$ cat src/rtl/calc_job_sequencer.sv
// calc_job_sequencer
//   Mailbox controller that hands one calculator job at a time to the CPU.
//   An evaluate pulse latches operands/operator, raises GO and waits for the
//   CPU to post a result (RESULT scratch) and acknowledge it with a DONE word
//   carrying the job sequence number. A cycle counter aborts a job that is
//   never acknowledged.
//
//   Register window (word offsets from MBOX_BASE, cpu_addr[1:0] ignored):
//     0x00 A   0x04 B   0x08 OP   0x0C STATUS   0x10 RESULT (r/w)   0x14 DONE (w)
//   STATUS: [0] GO, [1] result_valid, [2] err_timeout, [3] err_badop, [15:8] seq
//
// Ports
//   clk_50mhz, reset      clock, synchronous active-high reset
//   eval_pulse, calc_*    job request and its operands / operator code
//   cpu_we/addr/wd        CPU data bus store strobe, byte address, store data
//   mbox_hit, mbox_rd     window decode and read data (combinational)
//   busy, result_valid, result, err_timeout, err_badop   job status

module calc_job_sequencer #(
  parameter logic [31:0] MBOX_BASE      = 32'h0000_0100,
  parameter int unsigned TIMEOUT_CYCLES = 1_000_000
) (
  input  logic        clk_50mhz,
  input  logic        reset,
  input  logic        eval_pulse,
  input  logic [31:0] calc_a,
  input  logic [31:0] calc_b,
  input  logic [2:0]  calc_op,
  input  logic        cpu_we,
  input  logic [31:0] cpu_addr,
  input  logic [31:0] cpu_wd,
  output logic        mbox_hit,
  output logic [31:0] mbox_rd,
  output logic        busy,
  output logic        result_valid,
  output logic [31:0] result,
  output logic        err_timeout,
  output logic        err_badop
);

  localparam int unsigned    CW   = (TIMEOUT_CYCLES > 2) ? $clog2(TIMEOUT_CYCLES) : 1;
  localparam logic [CW-1:0]  TERM = CW'(TIMEOUT_CYCLES - 1);

  typedef enum logic [1:0] {
    S_IDLE,
    S_WAIT,
    S_DONE,
    S_TIMEOUT
  } state_t;

  state_t        state;
  logic [CW-1:0] cnt;
  logic [31:0]   reg_a;
  logic [31:0]   reg_b;
  logic [2:0]    reg_op;
  logic [7:0]    seq;
  logic [31:0]   scratch;
  logic          go;

  logic [2:0]    idx;
  logic          wr_scratch;
  logic          wr_done;
  logic          done_match;
  logic [31:0]   status;
  logic          unused_addr_bits;

  // Base is 32-byte aligned, so the offset's low bits are just cpu_addr[4:0].
  assign idx              = cpu_addr[4:2];
  assign mbox_hit         = (cpu_addr[31:5] == MBOX_BASE[31:5]) && (idx < 3'd6);
  assign wr_scratch       = cpu_we && mbox_hit && (idx == 3'd4);
  assign wr_done          = cpu_we && mbox_hit && (idx == 3'd5);
  assign done_match       = wr_done && (cpu_wd[7:0] == seq);
  assign status           = {16'h0000, seq, 4'b0000, err_badop, err_timeout, result_valid, go};
  assign unused_addr_bits = &{1'b0, cpu_addr[1:0]};

  always_comb begin
    mbox_rd = '0;
    if (mbox_hit) begin
      case (idx)
        3'd0:    mbox_rd = reg_a;
        3'd1:    mbox_rd = reg_b;
        3'd2:    mbox_rd = {29'd0, reg_op};
        3'd3:    mbox_rd = status;
        3'd4:    mbox_rd = scratch;
        default: mbox_rd = '0;
      endcase
    end
  end

  always_ff @(posedge clk_50mhz) begin
    if (reset) begin
      state        <= S_IDLE;
      cnt          <= '0;
      reg_a        <= '0;
      reg_b        <= '0;
      reg_op       <= '0;
      seq          <= '0;
      scratch      <= '0;
      go           <= 1'b0;
      busy         <= 1'b0;
      result_valid <= 1'b0;
      result       <= '0;
      err_timeout  <= 1'b0;
      err_badop    <= 1'b0;
    end else begin
      if (wr_scratch) begin
        scratch <= cpu_wd;
      end

      case (state)
        S_WAIT: begin
          cnt <= cnt + 1'b1;
          // A matching DONE takes priority over the terminal count.
          if (done_match) begin
            result       <= scratch;
            result_valid <= 1'b1;
            go           <= 1'b0;
            busy         <= 1'b0;
            state        <= S_DONE;
          end else if (cnt == TERM) begin
            err_timeout <= 1'b1;
            go          <= 1'b0;
            busy        <= 1'b0;
            state       <= S_TIMEOUT;
          end
        end

        default: begin
          if (eval_pulse) begin
            result_valid <= 1'b0;
            err_timeout  <= 1'b0;
            if (calc_op <= 3'd4) begin
              reg_a     <= calc_a;
              reg_b     <= calc_b;
              reg_op    <= calc_op;
              seq       <= seq + 8'd1;
              err_badop <= 1'b0;
              cnt       <= '0;
              go        <= 1'b1;
              busy      <= 1'b1;
              state     <= S_WAIT;
            end else begin
              err_badop <= 1'b1;
            end
          end
        end
      endcase
    end
  end

endmodule

$ cat config.mk
export PLATFORM = sky130hd
export DESIGN_NAME = calc_job_sequencer
export DESIGN_NICKNAME = d
export VERILOG_FILES = /design/src/rtl/calc_job_sequencer.sv
export SDC_FILE = /design/constraint.sdc
export NUM_CORES = 1
export LEC_CHECK = 0
export ABC_AREA = 1
export CELL_PAD_IN_SITES_DETAIL_PLACEMENT = 1
export CELL_PAD_IN_SITES_GLOBAL_PLACEMENT = 2
export CORE_MARGIN = 3
export CORE_UTILIZATION = 27
export CTS_BUF_LIST = sky130_fd_sc_hd__clkbuf_4
export CTS_CLUSTER_DIAMETER = 200
export DETAILED_ROUTE_END_ITERATION = 7
export PLACE_DENSITY = 0.87
export SLEW_MARGIN = 15
export SYNTH_ARGS = -nofsm -noshare
export SYNTH_HDL_FRONTEND = slang
export SYNTH_SLANG_ARGS = --single-unit
$ cat constraint.sdc
create_clock -name clk_50mhz -period 2.08 [get_ports clk_50mhz]
set_input_delay 0.416 -clock clk_50mhz [delete_from_list [all_inputs] [get_ports clk_50mhz]]
set_output_delay 0.416 -clock clk_50mhz [all_outputs]
set_load 0.02 [all_outputs]
==> results.toml <==
[critical_path]
cp-start-kind = "input pin"
required_ns = 1.66
critPathArrivalTime_ns = 1.85
critical_path.max_fanout = 7
worst_setup_path_end_kind = "output port"
worstSetupPathType = "input pin to output port"

[timing]
fin_tns_setup_ns = -4.43
clock-skew-final_ns = 0.0307
achievable-frequency_ghz = 0.442
finalWorstPathRequiredPeriod_ns = 2.26
timing.final.crit_share_pct = 109
grt_setup_unrepaired = "true"
post-route-worst-setup-slack_ns = -0.184
finalSetupViolations = 32
worst_slew_margin_rel_pct = 72.2
report.final.slew_viol_count = 0
hold_viol_final = 0
final.hold.worst_slack_ns = 0.382
timing_worst_slew_pin_value_ns = 0.415

[outcome]
status = "complete, but fails checks"
violations = "negative setup slack"

[job]
max_cap_viol_count = 0

[place]
place.port_buffers = 201
placed_cell_area_um2 = 10800
dp_hpwl_um = 21900
dpl.cell_count = 1752
globalplace.congestion = 0.849

[detailed_routing]
via_per_inst = 4.75
first_iter_violations = 409
route.vias.total = 9056
detail_route.wl_per_cell_um = 19.2
dr.pass1.iters = 4
ant_nets_after_route = 0
remaining_drc_errors = 0
totalWireLength_um = 36600

[grt]
globalRouteOverflowTotal = 0
grt_max_degree = 60
grt.total_usage_pct = 22.6
number_of_global_route_vias_before_repair = 9712
wire_length_of_the_first_global_routing_pass_um = 53500
initial_antenna_violation_count = 7

[hold_path]
worstHoldPathType = "input pin to flop"

[logic_synthesis]
post_synth.cell_area_avg_um2 = 6.72
synth_compound_gate_area_share_pct = 17.7
most_instantiated_flip_flop_cell_in_the_synthesis_netlist = "sky130_fd_sc_hd__dfxtp_1"
yosys.area.top_type = "sky130_fd_sc_hd__dfxtp_1"
ys_async_sr_fraction_pct = 0
post_synthesis_adder_cell_area_fraction_pct = 0.324
number_of_enable_type_register_cells_in_the_synthesized_netlist = 0
synth_top_area_share_pct = 42.7
synth.yosys.seq_area_share_pct = 42.7
synth_top_family_by_area = "simple AND/OR/NAND/NOR gates"
yosysUniqueCellTypes = 36
synth_top_cells_by_count = "sky130_fd_sc_hd__nand2_1 (237), sky130_fd_sc_hd__nor2_1 (209), sky130_fd_sc_hd__inv_1 (171)"
synth_xor_xnor_area_share_pct = 0.453
synthesized_flop_and_latch_total = 165
yosys-mux-area-fraction_pct = 0
yosys.cell_count.top_type = "sky130_fd_sc_hd__nand2_1"
syn-cell-area_um2 = 7730
synthCells = 1150
yosys.area_share.simple_pct = 26.8
synth_warnings = 0
synth.top_cells.by_area = "sky130_fd_sc_hd__dfxtp_1 (43%), sky130_fd_sc_hd__nand2_1 (12%), sky130_fd_sc_hd__nor2_1 (10%), sky130_fd_sc_hd__inv_1 (8.3%), sky130_fd_sc_hd__o21ai_0 (7.4%)"
synthesis.nets = 1287

[final_layout]
fin_cells = 1908
total_non_filler_cell_area_in_the_finished_layout_um2 = 13200
signed_area_change_from_the_synthesized_netlist_to_the_final_layout_pct = 71.4
num-nets-final = 1651
post_route_cells_drive_above_1_share_pct = 32.1

[pwr]
power.density_nw_per_um2 = 492
leakagePower_nw = 5.71
ir_worst_vdd_uv = 271
design_power_total_w = 0.00652

[floorplan]
floorplan.initialDensity_pct = 27.6
fp.dieH_um = 175
floorplan.die_area_um2 = 30700
core-area_um2 = 28000
ioPinCount = 204
placement_rows = 61
die-width_um = 175

[clock_tree]
worst_setup_hold_path_clk_slew_ns = 0.17
cts-htree-levels = 4
insertion_delay_of_the_later_clocked_pin_in_the_worst_skew_pair_ns = 0.60
clockRootBuffer = "sky130_fd_sc_hd__clkbuf_4"
clock-sinks = 165
cts-hold-fix-buffers = 0
cts_made_buffers = 17
cts_tree = "yes"
cts-root-to-sink-buffers = 2
## layer usage
layer | track usage, % | wire length, um | vias up
li1 | - | - | 4352
met1 | 24.7 | 14800 | 4353
met2 | 40.4 | 18300 | 253
met3 | 6.32 | 2070 | 90
met4 | 10.2 | 1470 | 8
met5 | 0 | 50 | -
## through the flow
stage	setup slack [ns]	util (%)
after detailed placement	-0.940	38.4
final	-0.184	47.3
after floorplan	-0.0403	-
after global placement	-0.927	38.4
after CTS	-0.159	45.1
after global routing	-0.193	47.3
## final cells by class
type	instances	area (um^2)
inverter	175	693
timing repair buffer	400	4170
clock inverter	15	164
antenna	3	7.51
clock buffer	17	128
tap	378	473
sequential	165	3310
fill	3378	14800
multi-input combinational	755	4300
## power breakdown
part / leakage, nW / total, W / switching (W) / internal (W)
registers: 1.35 / 0.00338 / 0.0000800 / 0.00330
clock network: 0.157 / 0.00198 / 0.00143 / 0.000555
logic: 4.20 / 0.00116 / 0.000562 / 0.000594
total: 5.71 / 0.00652 / 0.00207 / 0.00444
## cell families after synthesis
kind of cell	after synthesis
simple gates	510
fa+ha+maj	2
compound gates	239
xor+xnor	4
buf+inv	230
flops	165
## cells in the final DEF (no fill, tap or decap), types with 17 or more instances in the layout
cell                              netlist  routed
sky130_fd_sc_hd__a21oi_1               49      31
sky130_fd_sc_hd__a21oi_2               27      37
sky130_fd_sc_hd__a31oi_4                0      17
sky130_fd_sc_hd__buf_12                 0      23
sky130_fd_sc_hd__buf_4                  1     145
sky130_fd_sc_hd__buf_6                  6      59
sky130_fd_sc_hd__clkbuf_4               0      17
sky130_fd_sc_hd__clkdlybuf4s50_1        0     118
sky130_fd_sc_hd__dfxtp_1              165     157
sky130_fd_sc_hd__dlymetal6s2s_1         0      17
sky130_fd_sc_hd__inv_1                171     133
sky130_fd_sc_hd__inv_2                  2      28
sky130_fd_sc_hd__nand2_1              237     217
sky130_fd_sc_hd__nand2_2                0      19
sky130_fd_sc_hd__nand3_1               25      22
sky130_fd_sc_hd__nor2_1               209     189
sky130_fd_sc_hd__o21ai_0              115      86
## critical path, stage by stage
cell	delay [ns]
sky130_fd_sc_hd__buf_2	0.11
sky130_fd_sc_hd__inv_2	0.06
sky130_fd_sc_hd__nand2_2	0.07
sky130_fd_sc_hd__nor2_2	0.12
sky130_fd_sc_hd__nand2_1	0.10
sky130_fd_sc_hd__nor2_2	0.13
sky130_fd_sc_hd__nand2_2	0.08
sky130_fd_sc_hd__inv_2	0.09
sky130_fd_sc_hd__o21ai_4	0.13
sky130_fd_sc_hd__clkbuf_16	0.22
sky130_fd_sc_hd__a21oi_4	0.17
sky130_fd_sc_hd__buf_6	0.14
## worst paths after layout
kind / startpoint / endpoint / slack (ns) / cells past startpoint
min: calc_b[26] / reg_b[26] / 0.38 / 3
max reg2reg: state[0] / result[22] / 0.24 / 11
min reg2reg: result_valid / result_valid / 0.48 / 2
max: cpu_addr[26] / mbox_rd[12] / -0.18 / 12
## sequential cells by signal, summed over array words and instances (netlist names)
| signal | cells |
|---|---|
| reg_a | 32 |
| reg_b | 32 |
| result | 32 |
| scratch | 32 |
| cnt | 20 |
| seq | 8 |
| reg_op | 3 |
| state | 2 |
| err_badop | 1 |
| err_timeout | 1 |
| go | 1 |
| result_valid | 1 |
## timing repair
| action | 4_1_cts | 5_1_grt |
|---|---|---|
| endpoints found under the setup margin | 36 | 119 |
| pin swaps | 31 | 40 |
| setup buffers | 133 | 11 |
| gates resized for setup | 429 | 180 |
| cloned | 6 | 16 |
(Power assumes the default switching activity.)
